**src/rtl/cascade_digit_counter.sv**
```systemverilog
// cascade_digit_counter: NUM_DIG cascaded modulo-MOD digit counters sharing one clock.
// Features: enable, up/down, synchronous clear, parallel load with per-digit clamp,
// terminal-count and zero flags.
// Optional macro CASCADE_DIGIT_COUNTER_SATURATE_EN: saturate at the chain limits
// instead of wrapping.
module cascade_digit_counter #(
    parameter int unsigned DIGIT_W = 4,
    parameter int unsigned MOD     = 10,
    parameter int unsigned NUM_DIG = 2
) (
    input  logic                       clk,
    input  logic                       reset,
    input  logic                       en,
    input  logic                       up_dn,
    input  logic                       clr,
    input  logic                       load,
    input  logic [NUM_DIG*DIGIT_W-1:0] load_val,
    output logic [NUM_DIG*DIGIT_W-1:0] cnt,
    output logic                       tc,
    output logic                       zero
);

    localparam logic [DIGIT_W-1:0] MAX_DIG = DIGIT_W'(MOD - 1);

    logic [NUM_DIG*DIGIT_W-1:0] cnt_q, cnt_d;
    logic [NUM_DIG-1:0]         dig_max, dig_zero;
    logic                       all_max, all_zero;
    logic                       at_limit;

    // Per-digit limit detection, shared by the cascade and the flags.
    always_comb begin
        dig_max  = '0;
        dig_zero = '0;
        for (int i = 0; i < int'(NUM_DIG); i++) begin
            dig_max[i]  = (cnt_q[i*DIGIT_W +: DIGIT_W] == MAX_DIG);
            dig_zero[i] = (cnt_q[i*DIGIT_W +: DIGIT_W] == '0);
        end
    end

    assign all_max  = &dig_max;
    assign all_zero = &dig_zero;
    // Whole chain sits at the end it is heading towards.
    assign at_limit = up_dn ? all_max : all_zero;

    // Next-state: clr > load > en; all digits step on the same edge.
    always_comb begin
        logic              step;
        logic [DIGIT_W-1:0] dig;
        logic [DIGIT_W-1:0] ld;
        cnt_d = cnt_q;
        step  = 1'b0;
        dig   = '0;
        ld    = '0;
        if (clr) begin
            cnt_d = '0;
        end else if (load) begin
            for (int i = 0; i < int'(NUM_DIG); i++) begin
                ld = load_val[i*DIGIT_W +: DIGIT_W];
                cnt_d[i*DIGIT_W +: DIGIT_W] = (32'(ld) >= MOD) ? MAX_DIG : ld;
            end
        end else if (en) begin
`ifdef CASCADE_DIGIT_COUNTER_SATURATE_EN
            step = !at_limit;
`else
            step = 1'b1;
`endif
            for (int i = 0; i < int'(NUM_DIG); i++) begin
                dig = cnt_q[i*DIGIT_W +: DIGIT_W];
                if (step) begin
                    if (up_dn) begin
                        cnt_d[i*DIGIT_W +: DIGIT_W] = dig_max[i] ? '0 : dig + 1'b1;
                    end else begin
                        cnt_d[i*DIGIT_W +: DIGIT_W] = dig_zero[i] ? MAX_DIG : dig - 1'b1;
                    end
                end
                // Carry/borrow moves up only past a digit that wrapped.
                step = step & (up_dn ? dig_max[i] : dig_zero[i]);
            end
        end
    end

    // Count register with asynchronous clear.
    always_ff @(posedge clk or negedge reset) begin
        if (!reset) begin
            cnt_q <= '0;
        end else begin
            cnt_q <= cnt_d;
        end
    end

    // Flags; tc is suppressed while reset is held so en cannot raise it.
    always_comb begin
        tc   = reset & en & !clr & !load & at_limit;
        zero = all_zero;
    end

    assign cnt = cnt_q;

endmodule

```
**config.mk**
```make
export PLATFORM = sky130hd
export DESIGN_NAME = cascade_digit_counter
export DESIGN_NICKNAME = d
export VERILOG_FILES = /design/src/rtl/cascade_digit_counter.sv
export SDC_FILE = /design/constraint.sdc
export NUM_CORES = 1
export LEC_CHECK = 0
export ABC_CLOCK_PERIOD_IN_PS = 2200
export CAP_MARGIN = 0
export CORE_MARGIN = 3
export CORE_UTILIZATION = 30
export CTS_CLUSTER_DIAMETER = 100
export CTS_CLUSTER_SIZE = 24
export DETAILED_ROUTE_END_ITERATION = 6
export GPL_ROUTABILITY_DRIVEN = 0
export PLACE_DENSITY_LB_ADDON = 0.08
export SLEW_MARGIN = 5
export SYNTH_ARGS = -nofsm -noshare
export SYNTH_HDL_FRONTEND = slang
export SYNTH_SLANG_ARGS = --single-unit
```
**constraint.sdc**
```tcl
create_clock -name clk -period 2.2 [get_ports clk]
set_input_delay 0.55 -clock clk [delete_from_list [all_inputs] [get_ports clk]]
set_output_delay 0.55 -clock clk [all_outputs]
set_load 0.05 [all_outputs]
```
==> summary.txt, run 1 <==
Outcome
  • Status: finished, violations left
  • Failing checks: negative setup slack

Finish
  • Layout cells sized above 1: 35.3%
  • Fin nets: ~170
  • Area Overhead vs Synth: 45.1%
  • Post-Route Utilization: 46.9%
  • Antenna diodes: 0
  • Max FFs per register: 8
  • Post-route insts no fill: around 180
  • Post-route cell area: 1330 um2

CTS
  • H-tree depth: 1
  • Clock Pin Slew Worst Setup and Hold Paths: 0.07 ns
  • Clk sink count: 8
  • Clk_lat worst skew: 0.27 ns
  • Max clock buf depth: 2
  • CTS Buf Count: 3
  • Hold_buf cts: 0
  • CTS Root Cell: clkbuf_4
  • CTS tree: built

Timing
  • Slack of the critical path: -0.311 ns
  • TNS Setup: -0.504 ns
  • Rel. slew slack: 67.4%
  • Final Slew Violations: 0
  • Final worst path period need: 2.51 ns
  • Actual slew at the worst max-slew pin: 0.487 ns
  • Final period util: 114%
  • Setup Skew: 0.00738 ns
  • RSZ-0062 raised after global routing: yes
  • Final hold vios: 0
  • Final setup viols: 2
  • Fmax: 398 MHz

Placed design
  • Inst Count DP: 175
  • Post-detail-place hpwl: 2000 um
  • Post-place instance area: 1270 um2
  • Port Buffers: 23

Pwr
  • Pwr per Cell Area: 471 nW/um2
  • Cell Int Power: 0.000382 W
  • Logic pwr share: 51.9%
  • Switch Pwr: approximately 0.00024 W
  • Flop pwr share: a little over a quarter
  • Maximum VDD drop: 239 uV
  • Leak Pwr: 0.537 nW
  • Clock Power Share: between 20% and 30%
  • Switching part of the total power: 39.0%

Synth
  • Most frequent cell after synthesis: nand2_1
  • Main synth FF type: dfrtp_1
  • Syn avg cell area: between 8 and 9 um2
  • Commonest cells in the netlist: 9 x nand2_1, 8 x dfrtp_1, 8 x nor2_1, 8 x o21ai_0
  • Synth area leaders: dfrtp_1 22%, ha_1 5.5%, buf_6 4.9%, o21ai_0 4.4%, nand2_1 3.7%
  • EDFF count, synth: 0
  • Synth area leader: dfrtp_1
  • FF+latch count, synth: 8
  • Synth cell types: 45
  • Syn_nets: 129
  • Mapped Cells: between 100 and 150
  • Post-synth ARST share: 100%
  • Synth top area share: 21.9%
  • YS warnings: 0
  • Seq/Total Area, Yosys: 21.9%
  • Cell area after synthesis: 915 um2

Floorplanning
  • Row count: 19
  • Core area: 2830 um2
  • Initial Utilization: 32.3%
  • Die ar.: 3750 um2
  • Die width: 61.2 um
  • Ports: 24
  • Die Y: 61.2 um

Critical path
  • Internal reg-to-reg setup slack: 0.27 ns
  • CP Class: register to primary output
  • Worst-path fanout max: 2
  • Worst setup EP type: primary output
  • Worst Path Buf+Inv: 2
  • Worst path top cell family by delay: simple AND/OR/NAND/NOR gates
  • Crit start category: register
  • R2R Path Start: cnt[0]
  • Worst path depth: 7
  • WP data required: 1.65 ns
  • Reg2Reg Capture Point: cnt[4]
  • Slowest stage cell, crit path: or4_4
  • Critical Path AT: 1.96 ns
  • CP peak stage delay: 0.43 ns
  • R2R depth: 7
  • Worst-path cell chain: inv_2 > ha_4 > nand2b_4 > or4_4 > o22ai_2 > and4_4 > buf_12

Drt
  • Vias per cell: 5.49
  • DRC Markers: 0
  • Wire per inst: 14.7 um
  • DRT iter0 DRCs: 27
  • DR vias: 993
  • Drt pass-1 iters: 4
  • Post-DRT Antenna Nets: 0
  • Total wire length: 2660 um

GRT
  • Vias in the first global route: between 900 and 1,000
  • First-pass GRT wire length: ~4400 um
  • Pin count of the biggest net entering global routing: 14
  • Initial antenna violation count: 0
  • All-Layer GR Usage: about 16%
  • Grt ovf: 0

Hold path
  • Hold Crit Class: primary input to asynchronous set/reset pin

Run
  • Max Cap Viol: 0
## stage by stage
step	hold WS, ns	total power (W)	worst slack, ns
after CTS	0.580	0.000624	-0.321
final	0.580	0.000625	-0.311
after detailed placement	0.706	0.000475	-0.168
after floorplan	0.254	0.000364	-0.134
after global routing	0.589	0.000668	-0.388
after global placement	0.704	0.000473	-0.0998
## cells by family after synthesis
group,Yosys count,synth area share [%]
AND/OR/NAND/NOR,45,30.1
XOR/XNOR,2,1.92
adder cells (fa/ha/maj),4,5.47
buffers and inverters,15,13.0
AO/OA/AOI/OAI,37,27.6
flip-flops,8,21.9
## per-layer routing
layer,global-route usage (%),vias to the layer above,share of wire (%)
met5,0,-,0
met4,6.50,0,1.6
met2,25.5,31,46
li1,-,495,-
met1,21.7,462,49
met3,2.52,5,3.8
## cell usage in the layout, fill, tap and decap left out, types with 4 or more instances in the layout
cell type	instances
clkdlybuf4s50_1	14
nor2b_1	4
a21oi_1	6
buf_4	28
o21ai_0	7
dfrtp_2	5
nand3_1	6
nand2_1	9
nor2_1	8
## repair_timing
item / in CTS / in global routing
setup endpoints to repair: 2 / 3
gates resized for setup: 3 / 1
cloned: 0 / 0
setup buffers: 0 / 2
pin swaps: 2 / 2
## power by group through the flow
stage          sequential, W  combinational, W  clock, W
6_report            0.000165          0.000324  0.000136
5_1_grt             0.000167          0.000349  0.000152
4_1_cts             0.000165          0.000319  0.000140
3_5_place_dp        0.000168          0.000307         0
3_3_place_gp        0.000168          0.000305         0
2_1_floorplan       0.000214          0.000150         0
## worst max-delay path by stage
stage	from	to	slack [ns]
2_1_floorplan	cnt[0]	tc	-0.13
3_3_place_gp	up_dn	tc	-0.1
3_5_place_dp	up_dn	cnt[7]	-0.17
4_1_cts	cnt[0]	tc	-0.32
5_1_grt	cnt[0]	tc	-0.39
6_report	cnt[0]	tc	-0.31
## area by class of cell
class / instances / area [um2]
multi-input combinational: 88 / 636
clock buffer: 4 / 26.3
fill: 292 / 1500
timing repair buffer: 45 / 402
sequential: 8 / 206
inverter: 5 / 18.8
tap: 31 / 38.8
No activity file was read; power rests on OpenSTA's default activity.
==> run 2, diff against run 1 <==
--- a/config.mk
+++ b/config.mk
@@ -10,10 +10,11 @@
 export CORE_MARGIN = 3
 export CORE_UTILIZATION = 30
 export CTS_CLUSTER_DIAMETER = 100
-export CTS_CLUSTER_SIZE = 24
+export CTS_CLUSTER_SIZE = 8
 export DETAILED_ROUTE_END_ITERATION = 6
 export GPL_ROUTABILITY_DRIVEN = 0
 export PLACE_DENSITY_LB_ADDON = 0.08
+export SKIP_LAST_GASP = 1
 export SLEW_MARGIN = 5
 export SYNTH_ARGS = -nofsm -noshare
 export SYNTH_HDL_FRONTEND = slang
==> results of run 2 <==
The final DEF is identical to that of run 1; final timing and power are the same.
==> run 3, diff against run 2 <==
--- a/config.mk
+++ b/config.mk
@@ -8,7 +8,7 @@
 export ABC_CLOCK_PERIOD_IN_PS = 2200
 export CAP_MARGIN = 0
 export CORE_MARGIN = 3
-export CORE_UTILIZATION = 30
+export CORE_UTILIZATION = 40
 export CTS_CLUSTER_DIAMETER = 100
 export CTS_CLUSTER_SIZE = 8
 export DETAILED_ROUTE_END_ITERATION = 6
==> run 3 against run 2 <==
  * The flow still finishes with violations (negative setup slack)
  * Final cell count decreased by 2.8%
  * Sequential power about the same
  * Core utilization rose by 17 points
  * Combinational power down 2%
  * Global-route usage increased by 2.8 points
  * Fmax is essentially flat
  * Via count shrank 2.8%
  * Sequential share of layout area grew 0.15 points
  * Largest cell class unchanged
  * Largest power group unchanged
==> summary.txt, run 3 (synthesized netlist as in run 1, its figures left out) <==
CTS
  • H-tree depth: 1
  • Clk_lat worst skew: 0.26 ns
  • Clk sink count: 8
  • CTS Buf Count: 3
  • CTS Root Cell: clkbuf_4
  • CTS tree: built
  • Clock Pin Slew Worst Setup and Hold Paths: 0.07 ns
  • Max clock buf depth: 2

Hold path
  • Hold Crit Class: primary input to asynchronous set/reset pin

Critical path
  • Worst-path fanout max: 2
  • Critical Path AT: 1.96 ns
  • CP Class: register to primary output
  • WP data required: 1.65 ns
  • Crit start category: register
  • Worst setup EP type: primary output

Drt
  • Drt pass-1 iters: 4
  • Total wire length: 2380 um
  • DRT iter0 DRCs: 23
  • Post-DRT Antenna Nets: 0
  • DRC Markers: 0
  • Vias per cell: 5.48
  • DR vias: around 970
  • Wire per inst: between 10 and 15 um

GRT
  • Initial antenna violation count: 0
  • All-Layer GR Usage: 18.9%
  • Pin count of the biggest net entering global routing: 16
  • Most Crowded Layer GR: met2
  • Vias in the first global route: 894
  • Met1 GRT Util: 27.3%
  • Grt met3 use: 1.66%
  • First-pass GRT wire length: ~4000 um
  • Grt ovf: 0
  • Met2 usage: 29.0%

Timing
  • Final period util: 114%
  • Hold Slack: 0.590 ns
  • Fmax: 399 MHz
  • Actual slew at the worst max-slew pin: 0.491 ns
  • RSZ-0062 raised after global routing: yes
  • Setup Skew: 0.0100 ns
  • Final hold vios: 0
  • Rel. slew slack: 67.1%
  • Slack of the critical path: -0.308 ns
  • Final worst path period need: 2.51 ns
  • Final Slew Violations: 0
  • Final setup viols: 2

Floorplanning
  • Initial Utilization: 44.4%
  • Die Y: 53.8 um
  • Ports: 24
  • Die width: 53.8 um
  • Row count: 16
  • Die ar.: 2900 um2
  • Core area: 2060 um2

Outcome
  • Status: finished, violations left
  • Failing checks: negative setup slack

Finish
  • Post-route insts no fill: 176
  • Most frequent cells in the layout: 27 x buf_4, 14 x clkdlybuf4s50_1, 9 x nand2_1
  • Most common cell after layout, fill and taps aside: buf_4
  • Post-route cell area: 1320 um2
  • Fin nets: roughly 170
  • Layout cells sized above 1: 34.9%
  • Max FFs per register: 8
  • Antenna diodes: 0
  • Area Overhead vs Synth: 43.8%

Placed design
  • Dpl ws: -0.116 ns
  • Inst Count DP: 171
  • Port Buffers: 23
  • Post-detail-place hpwl: 1850 um
  • Post-place instance area: 1260 um2

Pwr
  • Leak Pwr: 0.532 nW
  • Total design power: 0.000612 W
  • Maximum VDD drop: 364 uV
  • Pwr per Cell Area: 465 nW/um2

Run
  • Max Cap Viol: 0
==> run 3: area by class of cell <==
class	count	area (um2)
multi-input combinational	88	636
timing repair buffer	44	394
fill	193	747
clock buffer	4	26.3
inverter	5	18.8
tap	27	33.8
sequential	8	206
==> run 3: through the flow <==
step	TNS [ns]	util [%]
after floorplan	-0.202	-
after global placement	-0.0847	61.3
after detailed placement	-0.216	61.3
after CTS	-0.562	63.8
after global routing	-0.604	63.8
final	-0.492	63.8
==> run 3: worst paths after layout <==
kind	startpoint	endpoint	slack (ns)	cells past startpoint
max in group asynchronous	reset	cnt[7]	1.45	2
setup reg to reg	cnt[0]	cnt[4]	0.41	6
setup / recovery	cnt[0]	tc	-0.31	7
hold / removal	reset	cnt[2]	0.59	2
hold reg to reg	cnt[1]	cnt[1]	0.70	3
min in group clk	cnt[1]	cnt[1]	0.70	3
==> run 3: where the power goes <==
group	internal [W]	switching, W	total (W)
Clock	0.0000699	0.0000604	0.000130
Sequential	0.000159	0.00000635	0.000165
Combinational	0.000149	0.000167	0.000316
Total	0.000378	0.000233	0.000612
==> run 3: critical path, cell delays in order (launching register included) <==
cell      delay [ns]
dfrtp_2         0.41
inv_2           0.07
ha_4            0.15
nand2b_4        0.05
or4_4           0.44
o22ai_2         0.19
and4_4          0.25
buf_12          0.13
==> run 3: repair_timing <==
action / 4_1_cts / 5_1_grt
pin swaps: 2 / 1
gates resized for setup: 3 / 1
setup buffers: 1 / 0
hold buffers: 0 / 0
endpoints found under the setup margin: 2 / 3
==> run 3: metal layers <==
| layer | vias up | routed length, um |
|---|---|---|
| li1 | 489 | - |
| met1 | 444 | 1180 |
| met2 | 30 | 1070 |
| met3 | 2 | 116 |
| met4 | 0 | 13 |
| met5 | - | 0 |
